File: src/rtl/de1soc_input_conditioner_pkg.sv
// Shared constants and the debouncer state type for the DE1-SoC input conditioner.
package de1soc_pkg;

    localparam int unsigned DEFAULT_SW_W            = 10;
    localparam int unsigned DEFAULT_KEY_W           = 4;
    localparam int unsigned DEFAULT_DEBOUNCE_CYCLES = 50000;

    typedef enum logic {
        STABLE   = 1'b0,
        CHANGING = 1'b1
    } db_state_t;

endpackage

File: src/rtl/de1soc_input_conditioner_debounce_bit.sv
// One input bit: two-flop synchronizer, optional inversion, and a counting debouncer.
module debounce_bit
    import de1soc_pkg::*;
#(
    parameter int unsigned DEBOUNCE_CYCLES = DEFAULT_DEBOUNCE_CYCLES,
    parameter logic        RESET_LEVEL     = 1'b0,
    parameter logic        INVERT          = 1'b0
) (
    input  logic clk,
    input  logic rst_n,
    input  logic raw,
    output logic level,
    output logic level_next
);

    localparam int unsigned       CNT_W     = $clog2(DEBOUNCE_CYCLES + 1);
    localparam logic [CNT_W-1:0] CNT_LIMIT = CNT_W'(DEBOUNCE_CYCLES);

    logic             sync_a;
    logic             sync_b;
    logic             sampled;
    db_state_t        state;
    db_state_t        state_next;
    logic [CNT_W-1:0] cnt;
    logic [CNT_W-1:0] cnt_next;
    logic [CNT_W-1:0] cnt_inc;

    // Reset parks the synchronizer at the idle (released) level of the pin.
    always_ff @(posedge clk or negedge rst_n) begin
        if (!rst_n) begin
            sync_a <= RESET_LEVEL;
            sync_b <= RESET_LEVEL;
        end else begin
            sync_a <= raw;
            sync_b <= sync_a;
        end
    end

    assign sampled = sync_b ^ INVERT;
    assign cnt_inc = cnt + CNT_W'(1);

    always_ff @(posedge clk or negedge rst_n) begin
        if (!rst_n) begin
            state <= STABLE;
            cnt   <= '0;
            level <= 1'b0;
        end else begin
            state <= state_next;
            cnt   <= cnt_next;
            level <= level_next;
        end
    end

    always_comb begin
        state_next = state;
        cnt_next   = cnt;
        level_next = level;
        case (state)
            STABLE: begin
                if (sampled != level) begin
                    state_next = CHANGING;
                    cnt_next   = CNT_W'(1);
                end else begin
                    cnt_next = '0;
                end
            end
            CHANGING: begin
                if (sampled == level) begin
                    state_next = STABLE;
                    cnt_next   = '0;
                end else if (cnt_inc == CNT_LIMIT) begin
                    // Accept on the update that would reach the limit, so the count never wraps.
                    state_next = STABLE;
                    cnt_next   = '0;
                    level_next = ~level;
                end else begin
                    cnt_next = cnt_inc;
                end
            end
            default: begin
                state_next = STABLE;
                cnt_next   = '0;
            end
        endcase
    end

endmodule

File: src/rtl/de1soc_input_conditioner.sv
// Debounces DE1-SoC slide switches and pushbuttons and derives registered change pulses.
module de1soc_input_conditioner
    import de1soc_pkg::*;
#(
    parameter int unsigned SW_W            = DEFAULT_SW_W,
    parameter int unsigned KEY_W           = DEFAULT_KEY_W,
    parameter int unsigned DEBOUNCE_CYCLES = DEFAULT_DEBOUNCE_CYCLES
) (
    input  logic             clk,
    input  logic             rst_n,
    input  logic [SW_W-1:0]  SW,
    input  logic [KEY_W-1:0] KEY_N,
    output logic [SW_W-1:0]  sw_o,
    output logic [KEY_W-1:0] key_o,
    output logic [KEY_W-1:0] key_press_o,
    output logic [KEY_W-1:0] key_release_o,
    output logic             sw_change_o
);

    logic [SW_W-1:0]  sw_level;
    logic [SW_W-1:0]  sw_next;
    logic [KEY_W-1:0] key_level;
    logic [KEY_W-1:0] key_next;

    for (genvar i = 0; i < SW_W; i++) begin : g_sw
        debounce_bit #(
            .DEBOUNCE_CYCLES (DEBOUNCE_CYCLES),
            .RESET_LEVEL     (1'b0),
            .INVERT          (1'b0)
        ) u_db (
            .clk        (clk),
            .rst_n      (rst_n),
            .raw        (SW[i]),
            .level      (sw_level[i]),
            .level_next (sw_next[i])
        );
    end

    for (genvar i = 0; i < KEY_W; i++) begin : g_key
        debounce_bit #(
            .DEBOUNCE_CYCLES (DEBOUNCE_CYCLES),
            .RESET_LEVEL     (1'b1),
            .INVERT          (1'b1)
        ) u_db (
            .clk        (clk),
            .rst_n      (rst_n),
            .raw        (KEY_N[i]),
            .level      (key_level[i]),
            .level_next (key_next[i])
        );
    end

    assign sw_o  = sw_level;
    assign key_o = key_level;

    // Edges are taken from each debouncer's next value so pulses land with the level change.
    always_ff @(posedge clk or negedge rst_n) begin
        if (!rst_n) begin
            key_press_o   <= '0;
            key_release_o <= '0;
            sw_change_o   <= 1'b0;
        end else begin
            key_press_o   <= key_next & ~key_level;
            key_release_o <= ~key_next & key_level;
            sw_change_o   <= |(sw_next ^ sw_level);
        end
    end

endmodule
File: config.mk
export PLATFORM = sky130hd
export DESIGN_NAME = de1soc_input_conditioner
export DESIGN_NICKNAME = d
export VERILOG_FILES = /design/src/rtl/de1soc_input_conditioner_pkg.sv /design/src/rtl/de1soc_input_conditioner_debounce_bit.sv /design/src/rtl/de1soc_input_conditioner.sv
export SDC_FILE = /design/constraint.sdc
export NUM_CORES = 1
export LEC_CHECK = 0
export BUFFER_PORTS_ARGS = -buffer_cell sky130_fd_sc_hd__buf_2
export CORE_ASPECT_RATIO = 0.7
export CORE_MARGIN = 1
export CORE_UTILIZATION = 30
export DETAILED_ROUTE_END_ITERATION = 12
export PLACE_DENSITY = 0.5
export SLEW_MARGIN = 40
export SYNTH_ARGS = -nofsm -noshare
export SYNTH_HDL_FRONTEND = slang
export SYNTH_SLANG_ARGS = --single-unit
File: constraint.sdc
create_clock -name clk -period 2.7 [get_ports clk]
set_clock_uncertainty 0.1 [all_clocks]
set_input_delay 0.135 -clock clk [delete_from_list [all_inputs] [get_ports clk]]
set_output_delay 0.135 -clock clk [all_outputs]
set_load 0.01 [all_outputs]
==> Yosys cells after proc, flatten, opt, wreduce, memory -nomap -nowiden <==
Cells that the tools add are included.
{ "word_totals": {"reg_bits": 289, "input_bits": 16, "elab_cells": 321} }
{ "classes": {"eq_ne": 42, "muxes": 154, "reduce_logical": 1, "n_addsub": 14, "n_bitwise": 37} }
{ "ops": {"columns": ["cell", "count"], "rows": [
  ["$mux 16", 28],
  ["$pmux 16 s2", 14],
  ["$add 16x1->16 const B", 14],
  ["$eq 16x16->1 const B", 14],
  ["$mux 1", 98],
  ["$not 1->1", 32],
  ["$pmux 1 s2", 14],
  ["$eq 1x1->1", 14],
  ["$ne 1x1->1", 14],
  ["$reduce_or 10->1", 1],
  ["$xor 10x10->10", 1],
  ["$and 4x4->4", 2],
  ["$not 4->4", 2]
]} }

==> Logic depth before layout (Yosys ltp) <==
Gate-level depths: netlist of the first run.
{ "depth": {"depth_word": 7, "ltp_mapped": 11} }

==> By module <==
From an unflattened synthesis of the first run, not the netlist that was laid out.
{ "unflattened": {"hier_cells": 1571, "area_unflattened_um2": 16241.8} }
{ "by_module_without_submodules": {"columns": ["module", "cells_per_inst", "area_each_um2", "instances"], "rows": [
  ["debounce_bit (g_sw[0].u_db ...)", 109, 1121.1, 9],
  ["debounce_bit (g_key[0].u_db ...)", 111, 1149.9, 4],
  ["debounce_bit (g_sw[9].u_db)", 116, 1171.1, 1],
  ["de1soc_input_conditioner", 30, 381.6, 1]
]} }

==> Worst setup path after synthesis of the first run <==
OpenSTA, ideal clock, no wires.
{ "synth_path": {"kind": "register to register", "start": "register g_sw[5].u_db.cnt[0]", "end": "register g_sw[5].u_db.level", "path_slack_ns": 0.300, "setup_time_ns": 0.125, "stages_incl_launch_ff": 10, "synth_period_minus_slack_ns": 2.400, "t_arrival_ns": 2.175, "cell_sequence": "dfrtp_1 ha_1 clkbuf_2 nand4_2 nor4_2 xnor2_1 a211o_1 nor4_4 nand2_2 mux2_4"} }
{ "synth_between": {"elab_chain_cells": 5} }
{ "synth_rtl": {"columns": ["element", "line_no", "source"], "rows": [
  ["from (decl)", "de1soc_input_conditioner_debounce_bit.sv:24", "logic [CNT_W-1:0] cnt;"],
  ["from (signal assigned)", "de1soc_input_conditioner_debounce_bit.sv:49", "cnt <= cnt_next;"],
  ["$add 16x1->16", "de1soc_input_conditioner_debounce_bit.sv:40", "assign cnt_inc = cnt + CNT_W'(1);"],
  ["$eq 16x16->1", "de1soc_input_conditioner_debounce_bit.sv:71", "end else if (cnt_inc == CNT_LIMIT) begin"],
  ["$mux 1", "de1soc_input_conditioner_debounce_bit.sv:71", null],
  ["$mux 1", "de1soc_input_conditioner_debounce_bit.sv:68", "if (sampled == level) begin"],
  ["$mux 1", "de1soc_input_conditioner_debounce_bit.sv:58", "case (state)"],
  ["net g_sw[5].u_db.level_next", "de1soc_input_conditioner_debounce_bit.sv:13", "output logic level_next"],
  ["to (signal assigned)", "de1soc_input_conditioner_debounce_bit.sv:50", "level <= level_next;"],
  ["to (decl)", "de1soc_input_conditioner_debounce_bit.sv:12", "output logic level,"]
]} }
The timed path passes the listed nets, and every way through them passes these cells.

==> Final worst setup path of the first run <==
{ "layout_path": {"start": "register g_sw[9].u_db.cnt[0]", "end": "register g_sw[9].u_db.level"} }
{ "layout_between": {"elab_chain_cells": 5} }
{ "layout_rtl": {"columns": ["element", "line_no"], "rows": [
  ["from (decl)", "de1soc_input_conditioner_debounce_bit.sv:24"],
  ["from (signal assigned)", "de1soc_input_conditioner_debounce_bit.sv:49"],
  ["$add 16x1->16", "de1soc_input_conditioner_debounce_bit.sv:40"],
  ["$eq 16x16->1", "de1soc_input_conditioner_debounce_bit.sv:71"],
  ["$mux 1", "de1soc_input_conditioner_debounce_bit.sv:71"],
  ["$mux 1", "de1soc_input_conditioner_debounce_bit.sv:68"],
  ["$mux 1", "de1soc_input_conditioner_debounce_bit.sv:58"],
  ["net g_sw[9].u_db.level_next", "de1soc_input_conditioner_debounce_bit.sv:13"],
  ["to (signal assigned)", "de1soc_input_conditioner_debounce_bit.sv:50"],
  ["to (decl)", "de1soc_input_conditioner_debounce_bit.sv:12"]
]} }
The timed path passes the listed nets, and every way through them passes these cells.

==> run summary, run 1 <==
=====================================================================================
GRT Overall Usage ......................................................        12.0%
Final standard cell area without fillers ...............................    17400 µm²
Crit path arrival time .................................................      2.87 ns
Initial detailed-routing violation count ...............................          481
Overall via count from detail_route ....................................        10500
Highest attainable clock frequency .....................................      388 MHz
Status ................................................................. finished, final reports clean
Warnings, synthesis ....................................................            0
Final net count ........................................................         1652
CTS Root Cell ..........................................................    clkbuf_16
Critical path launch point type ........................................     register
Worst reg2reg path endpoint ............................................ g_sw[9].u_db.level
Critical Path Most Common Cell .........................................      nand2_1
Endpoint class of the critical path ....................................     register
Largest family of logic cells by synthesized area ...................... simple AND/OR/NAND/NOR gates
Per-cell via count in the routed design ................................         4.57
Net Count, Synth .......................................................         1545
Compound-Gate Fraction of Synth Area ...................................        4.77%
Floorplan Core Area ....................................................    48100 µm²
Largest stage delay on the critical path ...............................      0.65 ns
Post-synth EDFFs .......................................................            0
Cell Rows ..............................................................           67
Number of max-slew violations in the final report ......................            0
Filler Cells Inserted ..................................................         4857
Initial cell density of the core .......................................        30.6%
Tmin final .............................................................      2.58 ns
Crit path buf inv count ................................................            0
Pin count of the biggest net entering global routing ...................           81
Count of buffers from port buffering ...................................           38
Chip Width .............................................................       267 µm
Critical path, cell by cell ............................................ ha_1 -> nand2_1 -> or3_4 -> nor2_2 -> or4b_2 -> a211oi_4 -> nand2_1 -> mux2_2
Number of I/O pins .....................................................           39
Final-report hold violation count ......................................            0
Number of flip-flops and latches in the synthesized netlist ............          289
Slew of the pin with the lowest slew margin ............................     0.669 ns
Worst R2R Start ........................................................ g_sw[9].u_db.cnt[0]
Depth of the worst register-to-register path ...........................            8
Wire length of the first global-routing pass ...........................     50500 µm
Global route overflow ..................................................            0
Adder-cell share of the synthesized area ...............................        1.19%
Standard cell with the maximum stage delay on the critical path ........       or4b_2
Height of the chip .....................................................       187 µm
Top cell family by delay on the critical path .......................... simple AND/OR/NAND/NOR gates
Max-cap violations .....................................................            0
Hold_ws ................................................................    0.0912 ns
Post-synthesis share of cell area spent on and, or, nand and nor gates .        26.7%
Ys async rst share .....................................................         100%
TritonCTS clock tree ...................................................          yes
Final Power ............................................................      9.20 mW
Post-synthesis mux area share ..........................................        1.62%
Fraction of layout instances using a drive strength above 1 ............        14.9%
Area delta synth->final ................................................        18.0%
Final Wtd Congestion ...................................................        0.808
Antenna-violating nets left ............................................            0
Number of distinct library cells after synthesis .......................           81
Cell count after synthesis .............................................         1515
Crit share post-route ..................................................        95.4%
Detailed-routing iteration count for the pre-antenna-repair pass .......            7
Reg clk slew, reported paths ...........................................      0.06 ns
Unrepaired setup endpoints after global routing ........................          yes
Maximum fanout count along the critical path ...........................            4
Buffers from clock root to sink, at most ...............................            3
Power density normalized to cell area ..................................   530 nW/µm²
Clk sink count .........................................................          289
Synthesized area per cell ..............................................     9.71 µm²
Number of buffers created by CTS .......................................           35
Peak VDD IR ............................................................     0.342 mV
Required time worst endpoint ...........................................      2.99 ns
Total die area .........................................................    50000 µm²
Number of global-route vias before repair ..............................        10200
Count of H-tree levels built during CTS ................................            2
Clock network latency to the later pin of the worst-skew pair ..........      0.53 ns
Post-DR wirelength/cell ................................................      12.7 µm
Reg-to-reg setup timing slack ..........................................      0.12 ns
Post-Synth XOR/XNOR Area ...............................................        13.3%
Number of antenna cells inserted .......................................            0
Worst-case headroom to the max-slew limit ..............................        55.4%
Sequential area share after synthesis ..................................        49.2%
Final non-filler cell total ............................................         2304
Start-to-end type of the worst setup path ..............................      reg2reg
Instance area after placement ..........................................    16000 µm²
Post-Syn Area ..........................................................    14700 µm²
Leak ...................................................................      7.16 nW
Post-DP HPWL ...........................................................     19900 µm
Detailed Route WL ......................................................     29200 µm
Initial antenna violation count ........................................            0
Final setup violation count ............................................            0
DRC viols ..............................................................            0
Type of the tightest min-delay check ...................................     in2async
Final-layout setup total negative slack ................................         0 ns
Dpl cells ..............................................................         2224
Top_reg_cell synth .....................................................      dfrtp_1
=====================================================================================
==> final cells by class <==
| cell class | instances | area, µm² | share of cell area [%] |
|---|---|---|---|
| Clock buffer | 57 | 1040 | 5.98 |
| Clock inverter | 7 | 48.8 | 0.281 |
| Inverter | 44 | 165 | 0.951 |
| Multi-Input combinational cell | 1134 | 7120 | 41.0 |
| Sequential cell | 289 | 7240 | 41.7 |
| Tap cell | 655 | 820 | 4.72 |
| Timing Repair Buffer | 118 | 926 | 5.33 |
==> worst register-to-register path: cells and delay by family (launching register included) <==
kind            cells  cell delay (ns)
mux                 1             0.28
flops               1             0.39
simple gates        5             1.12
compound gates      1             0.33
fa+ha+maj           1             0.25
==> sequential cells by signal, indices dropped and copies added (netlist names) <==
name / count
g_key.u_db.cnt: 64
g_key.u_db.level: 4
g_key.u_db.state: 4
g_key.u_db.sync_a: 4
g_key.u_db.sync_b: 4
g_sw.u_db.cnt: 160
g_sw.u_db.level: 10
g_sw.u_db.sampled: 10
g_sw.u_db.state: 10
g_sw.u_db.sync_a: 10
key_press_o: 4
key_release_o: 4
sw_change_o: 1
==> cell families after synthesis <==
logic type / Yosys count
xor gates and xnor gates: 223
buffers and inverters: 93
adders and majority gates: 14
muxes: 21
and+or+nand+nor: 767
AOI/OAI and AO/OA: 108
DFF: 289
==> routing by layer <==
metal,wire length (µm),track usage (%)
met5,0,0
met2,11400,16.3
met1,16300,19.1
met4,517,3.23
met3,946,2.11
==> what timing repair did <==
item                                   CTS  global route
endpoints found under the hold margin   88             0
setup endpoints to repair                0           108
hold buffers                            15             0
gates resized for setup                  0            22
buffers inserted                         0             0
==> cell usage in the layout (no fill, tap or decap), types with 10 or more instances in the layout <==
cell	count
ha_1	13
mux2_2	10
dfrtp_1	280
o21ai_0	20
nor2_2	13
nor2_1	280
nor3b_1	14
nand2b_1	20
buf_4	58
nand4_1	32
and2_1	14
a21oi_1	32
xor2_1	110
inv_1	44
nand2_1	117
and3_1	37
nand3_1	89
dlygate4sd3_1	15
nor4_1	18
xnor2_1	113
nor3_1	36
clkbuf_1	14
clkbuf_16	35
buf_2	37
==> worst max path at each step <==
stage | start | to | slack, ns | cells past startpoint
finish | g_sw[9].u_db.cnt[0] | g_sw[9].u_db.level | 0.12 | 8
global placement | g_sw[9].u_db.cnt[0] | g_sw[9].u_db.level | 0.09 | 8
floorplan | g_sw[5].u_db.cnt[0] | g_sw[5].u_db.level | 0.30 | 9
CTS | g_sw[9].u_db.cnt[0] | g_sw[9].u_db.level | 0.05 | 8
detailed placement | g_key[1].u_db.cnt[0] | g_key[1].u_db.state | 0.05 | 9
global route | g_sw[1].u_db.cnt[0] | sw_change_o | -0.05 | 10
==> power by group <==
group          switching [mW]  leakage [nW]  internal, mW  total (mW)
Sequential             0.0491          3.90          4.40        4.45
Combinational           0.203          2.73         0.110       0.313
Clock                    1.80         0.531          2.64        4.44
Total                    2.06          7.16          7.14        9.20
==> Yosys cell counts (9+ instances only) <==
| cell type | instances | area [µm²] |
|---|---|---|
| mux2_2 | 10 | 113 |
| nand2_1 | 117 | 439 |
| buf_2 | 15 | 75.1 |
| dfrtp_1 | 281 | 7030 |
| and3_1 | 37 | 231 |
| xnor2_1 | 113 | 990 |
| nand4b_1 | 9 | 78.8 |
| nor4_1 | 21 | 131 |
| nor2_1 | 280 | 1050 |
| buf_4 | 20 | 150 |
| nor3_1 | 37 | 185 |
| clkbuf_1 | 10 | 37.5 |
| nor2_2 | 13 | 81.3 |
| ha_1 | 14 | 175 |
| and2_1 | 14 | 87.6 |
| o21ai_0 | 20 | 100 |
| nand3_1 | 90 | 450 |
| a21oi_1 | 32 | 160 |
| nor3b_1 | 14 | 105 |
| inv_1 | 44 | 165 |
| nand2b_1 | 20 | 125 |
| xor2_1 | 110 | 963 |
| nand4_1 | 32 | 200 |
==> stage by stage <==
step	util, %	worst slack, ns
after floorplan	-	0.300
after global placement	33.3	0.0926
after detailed placement	33.3	0.0451
after CTS	35.8	0.0456
after global routing	36.1	-0.0489
final	36.1	0.123
No activity file was read; power rests on OpenSTA's default activity.
==> run 2, diff against run 1 <==
--- a/config.mk
+++ b/config.mk
@@ -10,7 +10,6 @@
 export CORE_MARGIN = 1
 export CORE_UTILIZATION = 30
 export DETAILED_ROUTE_END_ITERATION = 12
-export PLACE_DENSITY = 0.5
 export SLEW_MARGIN = 40
 export SYNTH_ARGS = -nofsm -noshare
 export SYNTH_HDL_FRONTEND = slang
==> constraint.sdc (replaced) <==
create_clock -name clk -period 2.35 [get_ports clk]
set_clock_uncertainty 0.1 [all_clocks]
set_input_delay 0.1175 -clock clk [delete_from_list [all_inputs] [get_ports clk]]
set_output_delay 0.1175 -clock clk [all_outputs]
set_load 0.01 [all_outputs]
==> run 2 against run 1 <==
  * The flow now finishes with violations (negative setup slack)
  * Critical path type unchanged
  * Largest power group is now clock
  * Largest cell class is now multi-input combinational cells
  * Global-route usage increased by 0.89 points
  * Routed wire length up 14%
  * Final area is 14% higher
==> run summary, run 2 (synthesized netlist as in run 1, its figures left out) <==
==================================================================================
Final Wtd Congestion ................................................        0.821
Antenna-violating nets left .........................................            0
Standard cell with the maximum stage delay on the critical path .....      a221o_1
Initial detailed-routing violation count ............................          668
Per-cell via count in the routed design .............................         4.69
Area delta synth->final .............................................        34.4%
Tmin final ..........................................................      2.40 ns
Top register by number of flip-flops ................................ g_sw.u_db.cnt
Count of buffers from port buffering ................................           38
Height of the chip ..................................................       187 µm
DRC viols ...........................................................            0
Start-to-end type of the worst setup path ...........................      reg2reg
Power density normalized to cell area ...............................   562 nW/µm²
Unrepaired setup endpoints after global routing .....................          yes
Critical path, cell by cell ......................................... buf_4 -> and3_1 -> nor3b_4 -> and3b_1 -> o211ai_1 -> a211oi_4 -> a221o_1 -> a221oi_1 -> o211ai_1
Detailed Route WL ...................................................     33200 µm
TritonCTS clock tree ................................................          yes
Peak VDD IR .........................................................     0.404 mV
Initial antenna violation count .....................................            1
Post-DR wirelength/cell .............................................      13.2 µm
Registers with the most flip-flops .................................. g_sw.u_db.cnt (160), g_key.u_db.cnt (64)
Wire length of the first global-routing pass ........................     54600 µm
Count of H-tree levels built during CTS .............................            2
Detailed-routing iteration count for the pre-antenna-repair pass ....            6
Number of global-route vias before repair ...........................        11500
Type of the tightest min-delay check ................................       in2reg
Floorplan Core Area .................................................    48100 µm²
Chip Width ..........................................................       267 µm
Pin count of the biggest net entering global routing ................           66
Cell Rows ...........................................................           67
Overall via count from detail_route .................................        11800
Buffers from clock root to sink, at most ............................            3
Critical Path Most Common Cell ......................................     o211ai_1
GRT Overall Usage ...................................................        12.9%
Crit share post-route ...............................................         102%
Required time worst endpoint ........................................      2.62 ns
Final net count .....................................................         1858
Critical path launch point type .....................................     register
Top cell family by delay on the critical path ....................... compound AO/OA/AOI/OAI gates
Final setup violation count .........................................            3
Maximum fanout count along the critical path ........................            5
Clk sink count ......................................................          289
Dpl cells ...........................................................         2378
Violated checks ..................................................... negative setup slack
Endpoint class of the critical path .................................     register
Initial cell density of the core ....................................        30.6%
Largest stage delay on the critical path ............................      0.40 ns
Flip-flop count of the largest register, all copies and words added .          160
Worst-case headroom to the max-slew limit ...........................        66.2%
Status .............................................................. finished, violations left
Crit path arrival time ..............................................      2.67 ns
Most common cell after layout, fill and taps aside ..................      dfrtp_1
Total die area ......................................................    50000 µm²
Number of buffers created by CTS ....................................           34
Commonest non-fill, non-tap cells in the layout ..................... dfrtp_1 (273), buf_4 (250), nor2_1 (230)
Number of I/O pins ..................................................           39
Post-DP HPWL ........................................................     21800 µm
Worst setup slack after placement ...................................    -0.137 ns
Final non-filler cell total .........................................         2507
Slew of the pin with the lowest slew margin .........................     0.503 ns
Worst path setup slack after routing ................................   -0.0520 ns
Reg clk slew, reported paths ........................................      0.06 ns
Highest attainable clock frequency ..................................      416 MHz
Final-report hold violation count ...................................            0
Max-cap violations ..................................................            0
Global route overflow ...............................................            0
CTS Root Cell .......................................................    clkbuf_16
Clock network latency to the later pin of the worst-skew pair .......      0.54 ns
Number of antenna cells inserted ....................................            0
Crit path buf inv count .............................................            1
Number of max-slew violations in the final report ...................            0
Leak ................................................................      8.44 nW
Fraction of layout instances using a drive strength above 1 .........        31.5%
==================================================================================
run 2: metrics by stage:
| step | instance area, µm² | utilization, % | total power, mW | hold slack, ns | TNS (ns) |
|---|---|---|---|---|---|
| 2_1_floorplan | 14700 | - | 5.35 | -0.278 | -0.414 |
| 3_3_place_gp | 17200 | 35.7 | 5.57 | -0.0278 | -0.370 |
| 3_5_place_dp | 17200 | 35.7 | 5.59 | -0.0220 | -2.81 |
| 4_1_cts | 18700 | 38.8 | 11.3 | 0.0916 | -0.200 |
| 5_1_grt | 19800 | 41.1 | 11.6 | 0.111 | -4.97 |
| 6_report | 19800 | 41.1 | 11.1 | 0.126 | -0.103 |
run 2: power by group:
part / switching (mW) / internal, mW
registers: 0.0538 / 5.05
logic: 0.287 / 0.194
clock network: 2.14 / 3.38
run 2: final timing paths:
kind / startpoint / end / slack [ns] / cells past startpoint
max: g_sw[9].u_db.cnt[0] / sw_change_o / -0.05 / 9
min: KEY_N[1] / g_key[1].u_db.sync_a / 0.13 / 2
max reg2reg: g_sw[9].u_db.cnt[0] / sw_change_o / -0.05 / 9
min reg2reg: g_sw[1].u_db.sync_a / g_sw[1].u_db.sampled / 0.23 / 0
max in group asynchronous: rst_n / g_key[0].u_db.cnt[0] / 0.39 / 4
min in group asynchronous: rst_n / g_sw[3].u_db.cnt[12] / 0.52 / 3
run 2: area by class of cell:
cell class,count,area [µm²]
Tap cell,655,820
Clock buffer,49,1030
Fill cell,4628,28300
Sequential cell,289,7250
Clock inverter,11,155
Inverter,44,165
Multi-Input combinational cell,1139,7860
Timing Repair Buffer,320,2490
run 2: routing by layer:
metal / routed length (µm) / share of wire, % / global-route usage [%] / up-vias
li1: - / - / - / 5777
met1: 16400 / 49 / 18.6 / 5758
met2: 14900 / 45 / 19.7 / 179
met3: 1180 / 3.6 / 2.25 / 50
met4: 665 / 2.0 / 3.54 / 0
met5: 0 / 0 / 0 / -
run 2: what timing repair did:
item | CTS | global route
hold buffers | 17 | 0
setup buffers | 4 | 41
gates cloned | 0 | 7
resized for setup | 25 | 183
setup endpoints to repair | 103 | 192
pin swaps | 6 | 95
hold endpoints to repair | 295 | 0
==> run 3, diff against run 2 <==
--- a/config.mk
+++ b/config.mk
@@ -7,8 +7,9 @@
 export LEC_CHECK = 0
 export BUFFER_PORTS_ARGS = -buffer_cell sky130_fd_sc_hd__buf_2
 export CORE_ASPECT_RATIO = 0.7
-export CORE_MARGIN = 1
+export CORE_MARGIN = 1.5
 export CORE_UTILIZATION = 30
+export CTS_BUF_LIST = sky130_fd_sc_hd__clkbuf_4
 export DETAILED_ROUTE_END_ITERATION = 12
 export SLEW_MARGIN = 40
 export SYNTH_ARGS = -nofsm -noshare
==> run 3 against run 2 <==
  * Sequential power hardly changed
  * Register-to-register slack better by 0.04 ns
  * Final area is 2.0% lower
  * Via count hardly changed
  * The flow still finishes with violations (negative setup slack)
  * Fmax is 1.7% higher
  * Critical path type unchanged
  * Utilization is 0.82 points lower
  * Combinational power is 3% lower
==> run summary, run 3 (synthesized netlist as in run 1, its figures left out) <==
==================================================================================
Instance area after placement .......................................    17100 µm²
Final setup violation count .........................................            3
Registers with the most flip-flops .................................. g_sw.u_db.cnt (160), g_key.u_db.cnt (64)
Maximum fanout count along the critical path ........................            5
Worst reg2reg path endpoint ......................................... g_sw[5].u_db.level
Chip Width ..........................................................       268 µm
Crit path arrival time ..............................................      2.89 ns
TritonCTS clock tree ................................................          yes
Depth of the worst register-to-register path ........................            6
WHS Endpoint ........................................................ g_sw[4].u_db.sampled
Buffers from clock root to sink, at most ............................            3
Cell Rows ...........................................................           67
Detailed-routing iteration count for the pre-antenna-repair pass ....            5
GRT Overall Usage ...................................................        12.8%
Required time worst endpoint ........................................      2.88 ns
DRC viols ...........................................................            0
Violated checks ..................................................... negative setup slack
Final standard cell area without fillers ............................    19400 µm²
Highest attainable clock frequency ..................................      423 MHz
Worst R2R Start ..................................................... g_sw[5].u_db.cnt[10]
Wire length of the first global-routing pass ........................     54000 µm
Endpoint class of the critical path .................................     register
Start-to-end type of the worst setup path ...........................      reg2reg
Core occupancy in the finished layout ...............................        40.3%
Commonest non-fill, non-tap cells in the layout ..................... dfrtp_1 (271), nor2_1 (256), buf_4 (225)
Power density normalized to cell area ...............................   527 nW/µm²
Reg-to-reg setup timing slack .......................................     -0.01 ns
Tmin final ..........................................................      2.36 ns
Peak VDD IR .........................................................     0.324 mV
Filler Cells Inserted ...............................................         4745
Post-DP HPWL ........................................................     21200 µm
Post-DR wirelength/cell .............................................      12.5 µm
Startpoint of the lowest-slack hold path ............................ g_sw[4].u_db.sync_a
Initial detailed-routing violation count ............................          634
Number of I/O pins ..................................................           39
Fraction of layout instances using a drive strength above 1 .........        31.0%
Overall via count from detail_route .................................        11800
Initial antenna violation count .....................................            1
Flip-flop count of the largest register, all copies and words added .          160
Count of buffers from port buffering ................................           38
Floorplan Core Area .................................................    48100 µm²
Unrepaired setup endpoints after global routing .....................          yes
Per-cell via count in the routed design .............................         4.56
Critical path launch point type .....................................     register
Dpl cells ...........................................................         2363
Number of buffers created by CTS ....................................           80
Final-report hold violation count ...................................            0
Height of the chip ..................................................       188 µm
Leak ................................................................      8.33 nW
Max-cap violations ..................................................            0
Detailed Route WL ...................................................     32300 µm
Clk sink count ......................................................          289
Worst setup slack after placement ...................................    -0.134 ns
Type of the tightest min-delay check ................................      reg2reg
Worst Setup SP ...................................................... g_sw[5].u_db.cnt[10]
Final net count .....................................................         1890
Global route overflow ...............................................            0
Final Power .........................................................      10.2 mW
Final-layout setup total negative slack .............................   -0.0204 ns
Initial cell density of the core ....................................        30.6%
Most common cell after layout, fill and taps aside ..................      dfrtp_1
CTS Root Cell .......................................................     clkbuf_4
Slew of the pin with the lowest slew margin .........................     0.485 ns
Total die area ......................................................    50400 µm²
Count of H-tree levels built during CTS .............................            3
Worst-case headroom to the max-slew limit ...........................        67.5%
Number of instances on the worst hold path ..........................            0
Crit share post-route ...............................................         100%
Reg clk slew, reported paths ........................................      0.07 ns
Number of global-route vias before repair ...........................        11400
Status .............................................................. finished, violations left
Pin count of the biggest net entering global routing ................           86
Worst path setup slack after routing ................................   -0.0113 ns
Hold_ws .............................................................     0.247 ns
Area delta synth->final .............................................        31.7%
Final Wtd Congestion ................................................        0.843
Number of max-slew violations in the final report ...................            0
Clock network latency to the later pin of the worst-skew pair .......      0.78 ns
Antenna-violating nets left .........................................            0
Top register by number of flip-flops ................................ g_sw.u_db.cnt
Final non-filler cell total .........................................         2576
==================================================================================
-- run 3: timing repair --
action,4_1_cts,5_1_grt
setup endpoints to repair,83,188
endpoints found under the hold margin,303,0
pin swaps,13,62
resized for setup,32,122
hold buffers,31,0
setup buffers,4,32
gates cloned,1,3
-- run 3: worst max path at each step --
stage                                to  slack [ns]  cells after the start
finish               g_sw[5].u_db.level       -0.01                      6
global route         g_sw[2].u_db.level       -0.15                      8
CTS                 g_key[2].u_db.level      -0.009                      9
detailed placement          sw_change_o       -0.13                      8
global placement            sw_change_o       -0.12                      9
floorplan            g_sw[5].u_db.level       -0.04                      9
-- run 3: routing by layer --
metal | GRT usage [%] | routed length, µm
met5 | 0 | 0
met2 | 18.4 | 13900
met3 | 3.21 | 1480
met4 | 4.37 | 581
met1 | 18.6 | 16300
-- run 3: critical path, stage by stage (launching register included) --
cell and delay [ns]:
dfrtp_1 0.42, nor4b_1 0.46, nand3_1 0.14, a211o_1 0.32, nor4_4 0.42, nand2_2 0.10, mux2_4 0.30
-- run 3: cell type report --
| type | instances | area (µm²) | share of cell area (%) |
|---|---|---|---|
| antenna | 1 | 2.50 | 0.0129 |
| clock buffer | 122 | 916 | 4.73 |
| clock inverter | 20 | 119 | 0.613 |
| inverter | 44 | 165 | 0.852 |
| multi-input combinational | 1137 | 7650 | 39.5 |
| sequential | 289 | 7250 | 37.4 |
| tap | 655 | 820 | 4.23 |
| timing repair buffer | 308 | 2450 | 12.7 |
-- run 3: where the power goes --
part	switching (mW)	internal (mW)	leakage [nW]	total, mW
logic	0.269	0.198	3.83	0.468
registers	0.0552	5.05	3.88	5.11
clock network	2.17	2.48	0.612	4.65
